**src/rtl/vga_timing_engine.sv**
```systemverilog
// vga_timing_engine
// 640x480@60 raster timing driven by a pixel-rate enable strobe. Publishes the
// current coordinate to upstream generators, samples their colour for that
// coordinate, and registers RGB/HSYNC/VSYNC/BLANK so all four move together
// one pixel behind oCoord_X/oCoord_Y.
module vga_timing_engine #(
  parameter int H_VISIBLE = 640,
  parameter int H_FRONT   = 16,
  parameter int H_SYNC    = 96,
  parameter int H_BACK    = 48,
  parameter int V_VISIBLE = 480,
  parameter int V_FRONT   = 10,
  parameter int V_SYNC    = 2,
  parameter int V_BACK    = 33
) (
  input  logic       clock,
  input  logic       reset,
  input  logic       enable,
  input  logic [7:0] iRed,
  input  logic [7:0] iGreen,
  input  logic [7:0] iBlue,
  output logic [9:0] oCoord_X,
  output logic [9:0] oCoord_Y,
  output logic [7:0] oVGA_R,
  output logic [7:0] oVGA_G,
  output logic [7:0] oVGA_B,
  output logic       oVGA_H_SYNC,
  output logic       oVGA_V_SYNC,
  output logic       oVGA_BLANK,
  output logic       oVGA_SYNC,
  output logic       oFrame_start
);

  localparam int H_TOTAL  = H_VISIBLE + H_FRONT + H_SYNC + H_BACK;
  localparam int V_TOTAL  = V_VISIBLE + V_FRONT + V_SYNC + V_BACK;
  localparam int HS_START = H_VISIBLE + H_FRONT;
  localparam int HS_END   = H_VISIBLE + H_FRONT + H_SYNC;
  localparam int VS_START = V_VISIBLE + V_FRONT;
  localparam int VS_END   = V_VISIBLE + V_FRONT + V_SYNC;

  // Counters are 10 bits wide; a larger raster cannot be represented.
  if (H_TOTAL > 1024 || V_TOTAL > 1024) begin : g_param_err
    $error("vga_timing_engine: H_TOTAL and V_TOTAL must not exceed 1024");
  end

  logic [9:0] h_cnt_q, h_cnt_d;
  logic [9:0] v_cnt_q, v_cnt_d;
  logic [7:0] r_q, r_d, g_q, g_d, b_q, b_d;
  logic       hs_q, hs_d, vs_q, vs_d, blank_q, blank_d;
  logic       fs_q, fs_d;

  logic       h_last, v_last;
  logic       visible, hs_active, vs_active;

  // Decode the current (pre-edge) coordinate: wrap points, visibility, sync windows.
  always_comb begin
    h_last    = (h_cnt_q == 10'(H_TOTAL - 1));
    v_last    = (v_cnt_q == 10'(V_TOTAL - 1));
    visible   = (h_cnt_q < 10'(H_VISIBLE)) && (v_cnt_q < 10'(V_VISIBLE));
    hs_active = (h_cnt_q >= 10'(HS_START)) && (h_cnt_q < 10'(HS_END));
    vs_active = (v_cnt_q >= 10'(VS_START)) && (v_cnt_q < 10'(VS_END));
  end

  // Next raster position: h advances each pixel, v advances when h wraps.
  always_comb begin
    h_cnt_d = h_cnt_q;
    v_cnt_d = v_cnt_q;
    if (enable) begin
      if (h_last) begin
        h_cnt_d = '0;
        v_cnt_d = v_last ? '0 : v_cnt_q + 10'd1;
      end else begin
        h_cnt_d = h_cnt_q + 10'd1;
      end
    end
  end

  // Next output stage: built from the pre-edge coordinate so that the DAC
  // pins lag oCoord by exactly one pixel, including on the (last,last) wrap.
  always_comb begin
    r_d     = r_q;
    g_d     = g_q;
    b_d     = b_q;
    hs_d    = hs_q;
    vs_d    = vs_q;
    blank_d = blank_q;
    // The frame pulse is one clock wide regardless of the pixel strobe.
    fs_d    = 1'b0;
    if (enable) begin
      r_d     = visible ? iRed   : 8'd0;
      g_d     = visible ? iGreen : 8'd0;
      b_d     = visible ? iBlue  : 8'd0;
      hs_d    = ~hs_active;
      vs_d    = ~vs_active;
      blank_d = visible;
      fs_d    = h_last && v_last;
    end
  end

  // Raster counters.
  always_ff @(posedge clock or posedge reset) begin
    if (reset) begin
      h_cnt_q <= '0;
      v_cnt_q <= '0;
    end else begin
      h_cnt_q <= h_cnt_d;
      v_cnt_q <= v_cnt_d;
    end
  end

  // Registered DAC outputs and frame-start pulse.
  always_ff @(posedge clock or posedge reset) begin
    if (reset) begin
      r_q     <= '0;
      g_q     <= '0;
      b_q     <= '0;
      hs_q    <= 1'b1;
      vs_q    <= 1'b1;
      blank_q <= 1'b0;
      fs_q    <= 1'b0;
    end else begin
      r_q     <= r_d;
      g_q     <= g_d;
      b_q     <= b_d;
      hs_q    <= hs_d;
      vs_q    <= vs_d;
      blank_q <= blank_d;
      fs_q    <= fs_d;
    end
  end

  assign oCoord_X     = h_cnt_q;
  assign oCoord_Y     = v_cnt_q;
  assign oVGA_R       = r_q;
  assign oVGA_G       = g_q;
  assign oVGA_B       = b_q;
  assign oVGA_H_SYNC  = hs_q;
  assign oVGA_V_SYNC  = vs_q;
  assign oVGA_BLANK   = blank_q;
  assign oVGA_SYNC    = 1'b0;
  assign oFrame_start = fs_q;

endmodule

```
**config.mk**
```make
export PLATFORM = sky130hd
export DESIGN_NAME = vga_timing_engine
export DESIGN_NICKNAME = d
export VERILOG_FILES = /design/src/rtl/vga_timing_engine.sv
export SDC_FILE = /design/constraint.sdc
export NUM_CORES = 1
export LEC_CHECK = 0
export CORE_MARGIN = 2
export CORE_UTILIZATION = 49
export DETAILED_ROUTE_END_ITERATION = 10
export DONT_BUFFER_PORTS = 1
export PLACE_DENSITY_LB_ADDON = 0.1
export SLEW_MARGIN = 20
export SYNTH_ARGS = -nofsm -noshare
export SYNTH_HDL_FRONTEND = slang
export SYNTH_SLANG_ARGS = --single-unit
```
**constraint.sdc**
```tcl
create_clock -name clock -period 1.8 [get_ports clock]
set_input_delay 0.54 -clock clock [delete_from_list [all_inputs] [get_ports clock]]
set_output_delay 0.54 -clock clock [all_outputs]
set_load 0.005 [all_outputs]
```
* After elaboration in Yosys (flattened, before gate mapping) *
Cells that the tools add are included.

cells by class
  add/sub/neg operators = 2
  order comparisons = 6
  equality and inequality tests = 2
  mux-type cells = 6
  bitwise operators = 2
  reductions and logical operators = 5

operators by type and width
  cell                                                                                  number
  8-bit 2-to-1 mux                                                                      3
  10-bit by 1-bit adder with 10-bit output, second input constant                       2
  10-bit == test, second input constant                                                 2
  10-bit < comparator, second input constant                                            2
  10-bit by 9-bit < comparator with 1-bit output, second input constant                 2
  10-bit 2-to-1 mux                                                                     2
  10-bit greater-or-equal comparator, second input constant                             1
  10-bit by 9-bit greater-or-equal comparator with 1-bit output, second input constant  1
  1-bit logical AND                                                                     4
  1-bit inverter                                                                        2
  2-bit AND reduction                                                                   1
  1-bit 2-to-1 mux                                                                      1

storage, ports and cells
  register bits after elaboration = 48
  bits of input ports = 27
  output and inout port bits = 49
  word-level logic and storage cells = 32

* Longest topological paths before layout *
Gate-level depths: netlist of run 1.

  word-level depth = 3
  mapped depth = 6
  depth with buffers taken out = 6

* Least setup slack after synthesis of run 1 *
No wires, ideal clock.

  kind = flip-flop to flip-flop
  start point = register h_cnt_q[0] (netlist: oCoord_X[0])
  end point = register v_cnt_q[8] (netlist: oCoord_Y[8])
  setup time = 0.125 ns
  data arrival time = 1.471 ns
  data required time = 1.675 ns
  path slack = 0.204 ns
  cell stages (with the launch flop) = 6
  path buffers = 0
  period minus slack after synthesis = 1.596 ns
  cell sequence = dfrtp_1 > ha_1 > nand4_1 > nor4_4 > nand3_1 > xnor2_1

on the way
  word-level cells in the longest chain between the ends = 2

RTL lines
  item                           line  text
  start, declared                46    logic [9:0] h_cnt_q, h_cnt_d;
  start signal, assigned         106   h_cnt_q <= h_cnt_d;
  10-bit == test                 57    h_last = (h_cnt_q == 10'(H_TOTAL - 1));
  2-bit AND reduction (no line)  n/a
  end signal, assigned           107   v_cnt_q <= v_cnt_d;
  end, declared                  47    logic [9:0] v_cnt_q, v_cnt_d;

No other way between the ends.
A chain may end at the register's enable or synchronous reset.

* Worst setup path after layout of run 1 *
  start point = register h_cnt_q[1] (netlist: oCoord_X[1])
  end point = register v_cnt_q[3] (netlist: oCoord_Y[3])

The elaborated chain is that of the path after synthesis.

==> results of run 1 <==
==> registers in the layout, summed over array words and instances, names as in the netlist <==
register and count:
oFrame_start 1, oVGA_H_SYNC 1, oVGA_R 8, oVGA_G 8
oCoord_X 10, oVGA_V_SYNC 1, oVGA_B 8, oVGA_BLANK 1
oCoord_Y 10
==> power breakdown <==
part / total, W / internal [W] / switching (W)
clock network: 0.000782 / 0.000418 / 0.000363
registers: 0.00122 / 0.00113 / 0.0000877
logic: 0.000302 / 0.000132 / 0.000170
==> worst max-delay path: stages, from the launching register on <==
cell     delay (ns)
dfrtp_1        0.41
ha_1           0.23
and4_1         0.24
nand3_1        0.23
a21o_1         0.23
a32o_1         0.19
==> repair_timing <==
item / CTS / global route
endpoints found under the hold margin: 0 / 0
endpoints found under the setup margin: 0 / 3
setup buffers: 0 / 1
==> layer usage <==
| metal | vias up | track usage, % |
|---|---|---|
| li1 | 715 | - |
| met1 | 784 | 24.6 |
| met2 | 74 | 29.9 |
| met3 | 2 | 7.94 |
| met4 | 0 | 5.34 |
| met5 | - | 0 |
==> metrics by stage <==
stage | worst slack [ns] | total power (W) | instance area (µm²)
final | 0.157 | 0.00231 | 2380
after global routing | 0.0428 | 0.00243 | 2380
after CTS | 0.0807 | 0.00234 | 2370
after detailed placement | 0.0984 | 0.00155 | 2250
after global placement | 0.168 | 0.00153 | 2250
after floorplan | 0.119 | 0.00145 | 2130
==> area by class of cell <==
type                            count  share of cell area (%)
Timing Repair Buffer               15                    5.26
Multi-Input combinational cell    122                    35.1
Clock buffer                        5                    2.89
Sequential cell                    48                    50.6
Tap cell                           50                    2.63
Inverter                           10                    1.58
Clock inverter                      3                    1.95
==> worst max-delay path by stage <==
stage,startpoint,endpoint,slack [ns]
after global placement,oCoord_X[1],oCoord_Y[8],0.17
after CTS,oCoord_X[1],oCoord_Y[6],0.08
after global routing,oCoord_X[1],oCoord_Y[8],0.04
after detailed placement,oCoord_X[1],oCoord_Y[6],0.1
final,oCoord_X[1],oCoord_Y[3],0.16
after floorplan,reset,oCoord_X[0],0.12
==> cell usage in the layout, fill, tap and decap left out, types with 2 or more instances in the layout <==
master	Yosys	routed
nand3_1	10	10
a31oi_1	3	3
o22ai_1	3	3
ha_1	4	4
dfrtp_1	46	46
a22o_1	24	24
o21ai_0	7	7
nor2_1	7	7
a21o_1	3	3
and4_1	3	3
xnor2_1	6	6
nor3_1	6	6
dfstp_2	2	2
clkbuf_8	0	5
buf_4	1	14
xor2_1	2	2
o21ai_1	2	2
a21oi_1	3	3
inv_1	9	8
nand2_1	14	14
nand4_1	9	9
and3_1	6	6
==> kinds of logic (layout without fill, tap and decap cells) <==
group           Yosys count  count (layout)
simple gates             62              62
flops                    48              48
compound gates           46              46
buf+inv                  20              33
xor+xnor                  8               8
fa+ha+maj                 4               4
other cells               1               1
mux                       1               1
==> metrics.txt, run 1 <==
Worst EP required=1.99 ns; Synth async-reset ratio=100%; vias in the first global route=1537; DR WL/cell=roughly 18 µm; Fmax=between 600 and 700 MHz; Ys Warns=0; Tmin final=around 1.6 ns; simple-gate share of the synthesized area=16.9%; Tot GR Track Use=roughly a fifth; R2R Path Start=oCoord_X[1]; top-count cell post-synth=dfrtp_1; largest family of logic cells by synthesized area=simple AND/OR/NAND/NOR gates; Syn Area/Cell=11.2 µm²; Post-Synth XOR/XNOR Area=3.29%; largest net degree at the start of global routing=49; top_reg_cell synth=dfrtp_1; antenna cell count=0; placed cells=approximately 240; RSZ-0062 raised after global routing=no; CTS root buf=clkbuf_8; area share of fa/ha/maj cells after synthesis=2.35%; Final HPWL DP=~3200 µm; Layout Cells excl Fill=approximately 250; post-cts sizing count=0; clk slew on worst S/H paths=~0.09 ns; Cell Rows=23; Pre-antenna DRT Iters=4; worst path arrival time=1.83 ns; sequential share of the synthesized area=between 50% and 60%; Max Transition Viols Final=0; final net count=~230; Synth-to-Final Area Change=11.8%; M1 WL=roughly 1900 µm; IO Port Bufs=0; number of CTS-inserted buffers=5; status=complete, no violations; worst hold path type=input pin to async pin; most common library cells after synthesis=46 x dfrtp_1, 24 x a22o_1, 14 x nand2_1; die area=~4900 µm²; multi-input logic area=between 800 and 900 µm²; H-Tree Depth=2; Final Setup Violations=0; Die Y=roughly 70 µm; final core utilization=between 50 and 60%; CTS max path bufs=2; Worst Path Max Fanout=6; Synth area leaders=dfrtp_1 54%, a22o_1 9.9%, nand4_1 2.6%, dfstp_2 2.5%, nand2_1 2.5%; R2R setup slack=0.16 ns; CTS tree=built; Horiz. Die Dim=69.9 µm; metal3 WL=between 400 and 500 µm; share of layout cells above drive strength 1=between 10 and 15%; via/cell ratio=6.23; Initial DRC Count=between 90 and 100; Yosys top cell by area=dfrtp_1; Synth Area in Compound Gates=between 10% and 20%; CTS Sinks=48; Final ANT Viol Nets=0; clk_lat worst skew=approximately 0.30 ns; Core Region=between 4000 and 5000 µm²; Period Utilization, post-route=about 91%; # hold bufs at CTS=0; top sig layer=met4; r2r endpoint=oCoord_Y[3]; Cell Area, Synth=~2100 µm²; startpoint types=flip-flop; Placer Congestion=0.863; Ports=between 70 and 80; Initial Util=about 52%; Worst R2R Path Depth=5; max cap viols=0; register area=~1200 µm²; critical path class=flip-flop to flip-flop; Syn Inst Count=190; distinct cell type count after synthesis=35; first-pass GRT wire length=7560 µm; post-synth top area share=~54%; maximum VDD drop=0.531 mV; filler instances=approximately 350; EDFF count, synth=0; WL final=roughly 4500 µm; initial antenna violation count=0; element type at the critical path end=flip-flop; vias=1575; post-synthesis register bit count=48; setup TNS=0 ns; worst hold slack=~0.16 ns; Lkg Pwr=around 1.1 nW; syn nets=~220; number of remaining DRC errors=0; post-synthesis mux area share=less than 1%; total gr overflow=0; final setup skew=~0.0066 ns; detailed-routed wire length on met2=2210 µm; Pwr Density=970 nW/µm²; Fin. Hold Viols=0
No activity file was read; power rests on OpenSTA's default activity.
==> run 2: changes to the inputs <==
--- a/config.mk
+++ b/config.mk
@@ -5,10 +5,12 @@
 export SDC_FILE = /design/constraint.sdc
 export NUM_CORES = 1
 export LEC_CHECK = 0
+export ABC_AREA = 1
 export CORE_MARGIN = 2
 export CORE_UTILIZATION = 49
 export DETAILED_ROUTE_END_ITERATION = 10
 export DONT_BUFFER_PORTS = 1
+export GPL_ROUTABILITY_DRIVEN = 0
 export PLACE_DENSITY_LB_ADDON = 0.1
 export SLEW_MARGIN = 20
 export SYNTH_ARGS = -nofsm -noshare
==> run 2 against run 1 <==
Global-route usage decreased by 1.1 points. Sequential share of layout area decreased by 5.2 points. Largest power group unchanged. Combinational power increased by 59%. Highest routed layer unchanged. Clock-buffer cell count increased by 1. Critical path type unchanged. Clock skew decreased by 0.00059 ns. Core utilization decreased by 2.5 points. Largest cell class unchanged. Clock power decreased by 15%. Power increased by 16%. Setup slack improved by 0.051 ns. First-iteration DRC count decreased by 14%.
==> metrics.txt, run 2 <==
distinct cell type count after synthesis=32 (-8.6%); share of layout cells above drive strength 1=19.4% (+4.6 points); H-Tree Depth=2 (unchanged); filler instances=430 (+23%); worst hold path type=input pin to async pin; number of CTS-inserted buffers=5 (unchanged); Cell Rows=25 (+8.7%); via/cell ratio=4.95 (-21%); Synth area leaders=dfrtp_1 47%, nand2_1 8.2%, inv_1 7.5%, o21ai_2 6.8%, nor2_1 3.5%; final core utilization=55.7% (-2.5 points); status=complete, no violations; Period Utilization, post-route=88.4% (-2.8 points); vias in the first global route=1670 (+8.7%); GR Util met3=7.86% (-0.077 points); number of remaining DRC errors=0 (unchanged); R2R setup slack=0.21 ns (+0.05 ns); CTS max path bufs=2 (unchanged); EDFF count, synth=0 (unchanged); Tot GR Track Use=18.1% (-1.1 points); CTS tree=built; Cell Area, Synth=2440 µm² (+15%); critical path class=flip-flop to flip-flop; WL final=4760 µm (+5.7%); register area=1200 µm² (unchanged); Horiz. Die Dim=74.5 µm (+6.7%); top_reg_cell synth=dfrtp_1; antenna cell count=0 (unchanged); die area=5560 µm² (+14%); Worst EP required=2.02 ns (+0.03 ns); worst path arrival time=1.81 ns (-0.02 ns); Fmax=628 MHz (+3.2%); max cap viols=0 (unchanged); Ports=76 (unchanged); Tmin final=1.59 ns (-0.0512 ns); post-synth top area share=47.2% (-6.9 points); setup TNS=0 ns (unchanged); commonest non-fill, non-tap cell in the layout=nand2_1; Syn Area/Cell=8.80 µm² (-21%); total gr overflow=0 (unchanged); first-pass GRT wire length=7710 µm (+2.1%); post-cts sizing count=0 (unchanged); Final HPWL DP=3390 µm (+6.1%); sequential share of the synthesized area=49.4% (-7.2 points); Core Region=4750 µm² (+16%); vias=1737 (+10%); element type at the critical path end=flip-flop; Pwr Density=1010 nW/µm² (+3.9%); multi-input logic area=976 µm² (+17%); met2 GRT Util=29.3% (-0.65 points); Syn Inst Count=277 (+46%); clk_lat worst skew=0.30 ns (about the same); top-count cell post-synth=nand2_1; CTS root buf=clkbuf_8; Final Setup Violations=0 (unchanged); syn nets=308 (+39%); post-synthesis register bit count=48 (unchanged); most common library cells after synthesis=53 x nand2_1, 49 x inv_1, 46 x dfrtp_1; Worst Path Max Fanout=18 (+12); Yosys top cell by area=dfrtp_1; DR WL/cell=13.6 µm (-24%); IO Port Bufs=0 (unchanged); Initial DRC Count=83 (-14%); grt met1 use=21.8% (-2.9 points); Fin. Hold Viols=0 (unchanged); Die Y=74.5 µm (+6.7%); startpoint types=flip-flop; Initial Util=51.3% (-0.76 points); initial antenna violation count=0 (unchanged); Max Transition Viols Final=0 (unchanged); final net count=315 (+35%); final setup skew=0.00597 ns (-0.000595 ns); Lkg Pwr=1.28 nW (+15%); Pre-antenna DRT Iters=4 (unchanged); Synth-to-Final Area Change=8.57%; CTS Sinks=48 (unchanged); clk slew on worst S/H paths=0.09 ns (about the same); Synth async-reset ratio=100% (unchanged); Ys Warns=0 (unchanged); Final ANT Viol Nets=0 (unchanged); largest net degree at the start of global routing=49 (unchanged); RSZ-0062 raised after global routing=no; maximum VDD drop=0.617 mV (+16%); commonest non-fill, non-tap cells in the layout=53 x nand2_1, 48 x inv_1, 46 x dfrtp_1; busiest grt layer=met2
run 2: metal layers:
layer	vias to the layer above	part of all wire [%]
met5	-	0
met4	0	1.3
met1	784	44
met2	63	47
li1	882	-
met3	8	7.4
run 2: final timing paths:
path | start | end | cells past startpoint
setup / recovery | oCoord_X[7] | oVGA_R[6] | 4
hold / removal | reset | oVGA_R[4] | 2
setup reg to reg | oCoord_X[7] | oVGA_R[6] | 4
hold reg to reg | oVGA_V_SYNC | oVGA_V_SYNC | 2
max in group asynchronous | reset | oVGA_H_SYNC | 2
min in group clock | enable | oCoord_X[0] | 1
run 2: cells by family (layout without fill, tap and decap cells):
kind of cell | Yosys count | in the layout | share of synthesized area (%)
other | 1 | 1 | 0.154
flip-flops | 48 | 48 | 49.4
AO/OA/AOI/OAI | 38 | 38 | 10.8
buffers and inverters | 59 | 66 | 10.6
AND/OR/NAND/NOR | 120 | 120 | 24.5
adder cells (fa/ha/maj) | 4 | 4 | 2.05
XOR/XNOR | 7 | 7 | 2.51
run 2: final cells by class:
class / count / share of cell area [%]
sequential: 48 / 45.5
multi-input combinational: 170 / 36.9
inverter: 50 / 7.09
timing repair buffer: 9 / 3.97
tap: 67 / 3.17
clock buffer: 6 / 3.12
clock inverter: 1 / 0.331
run 2: per-stage QoR:
step	hold slack (ns)	total power, W	std cells	setup WS, ns	area [µm²]
4_1_cts	0.156	0.00270	348	0.172	2610
6_report	0.142	0.00267	351	0.208	2650
3_3_place_gp	0.490	0.00202	341	0.247	2520
2_1_floorplan	0.475	0.00190	277	0.119	2440
3_5_place_dp	0.490	0.00204	341	0.163	2520
5_1_grt	0.173	0.00283	351	0.0592	2650
run 2: worst max-delay path, stage by stage (launching register included):
cell and delay, ns:
dfrtp_1 0.44, o21ai_0 0.28, nand4_2 0.35, buf_12 0.28, o21ai_0 0.16
run 2: power by group:
group | internal, W | leakage [nW] | switching [W]
clock | 0.000307 | 0.0473 | 0.000359
sequential | 0.00128 | 0.591 | 0.000248
combinational | 0.000185 | 0.645 | 0.000294
total | 0.00177 | 1.28 | 0.000901
run 2: repair_timing:
item                                    4_1_cts  5_1_grt
hold buffers                                  0        0
setup buffers                                 0        3
endpoints found under the hold margin         0        0
endpoints found under the setup margin        0        1
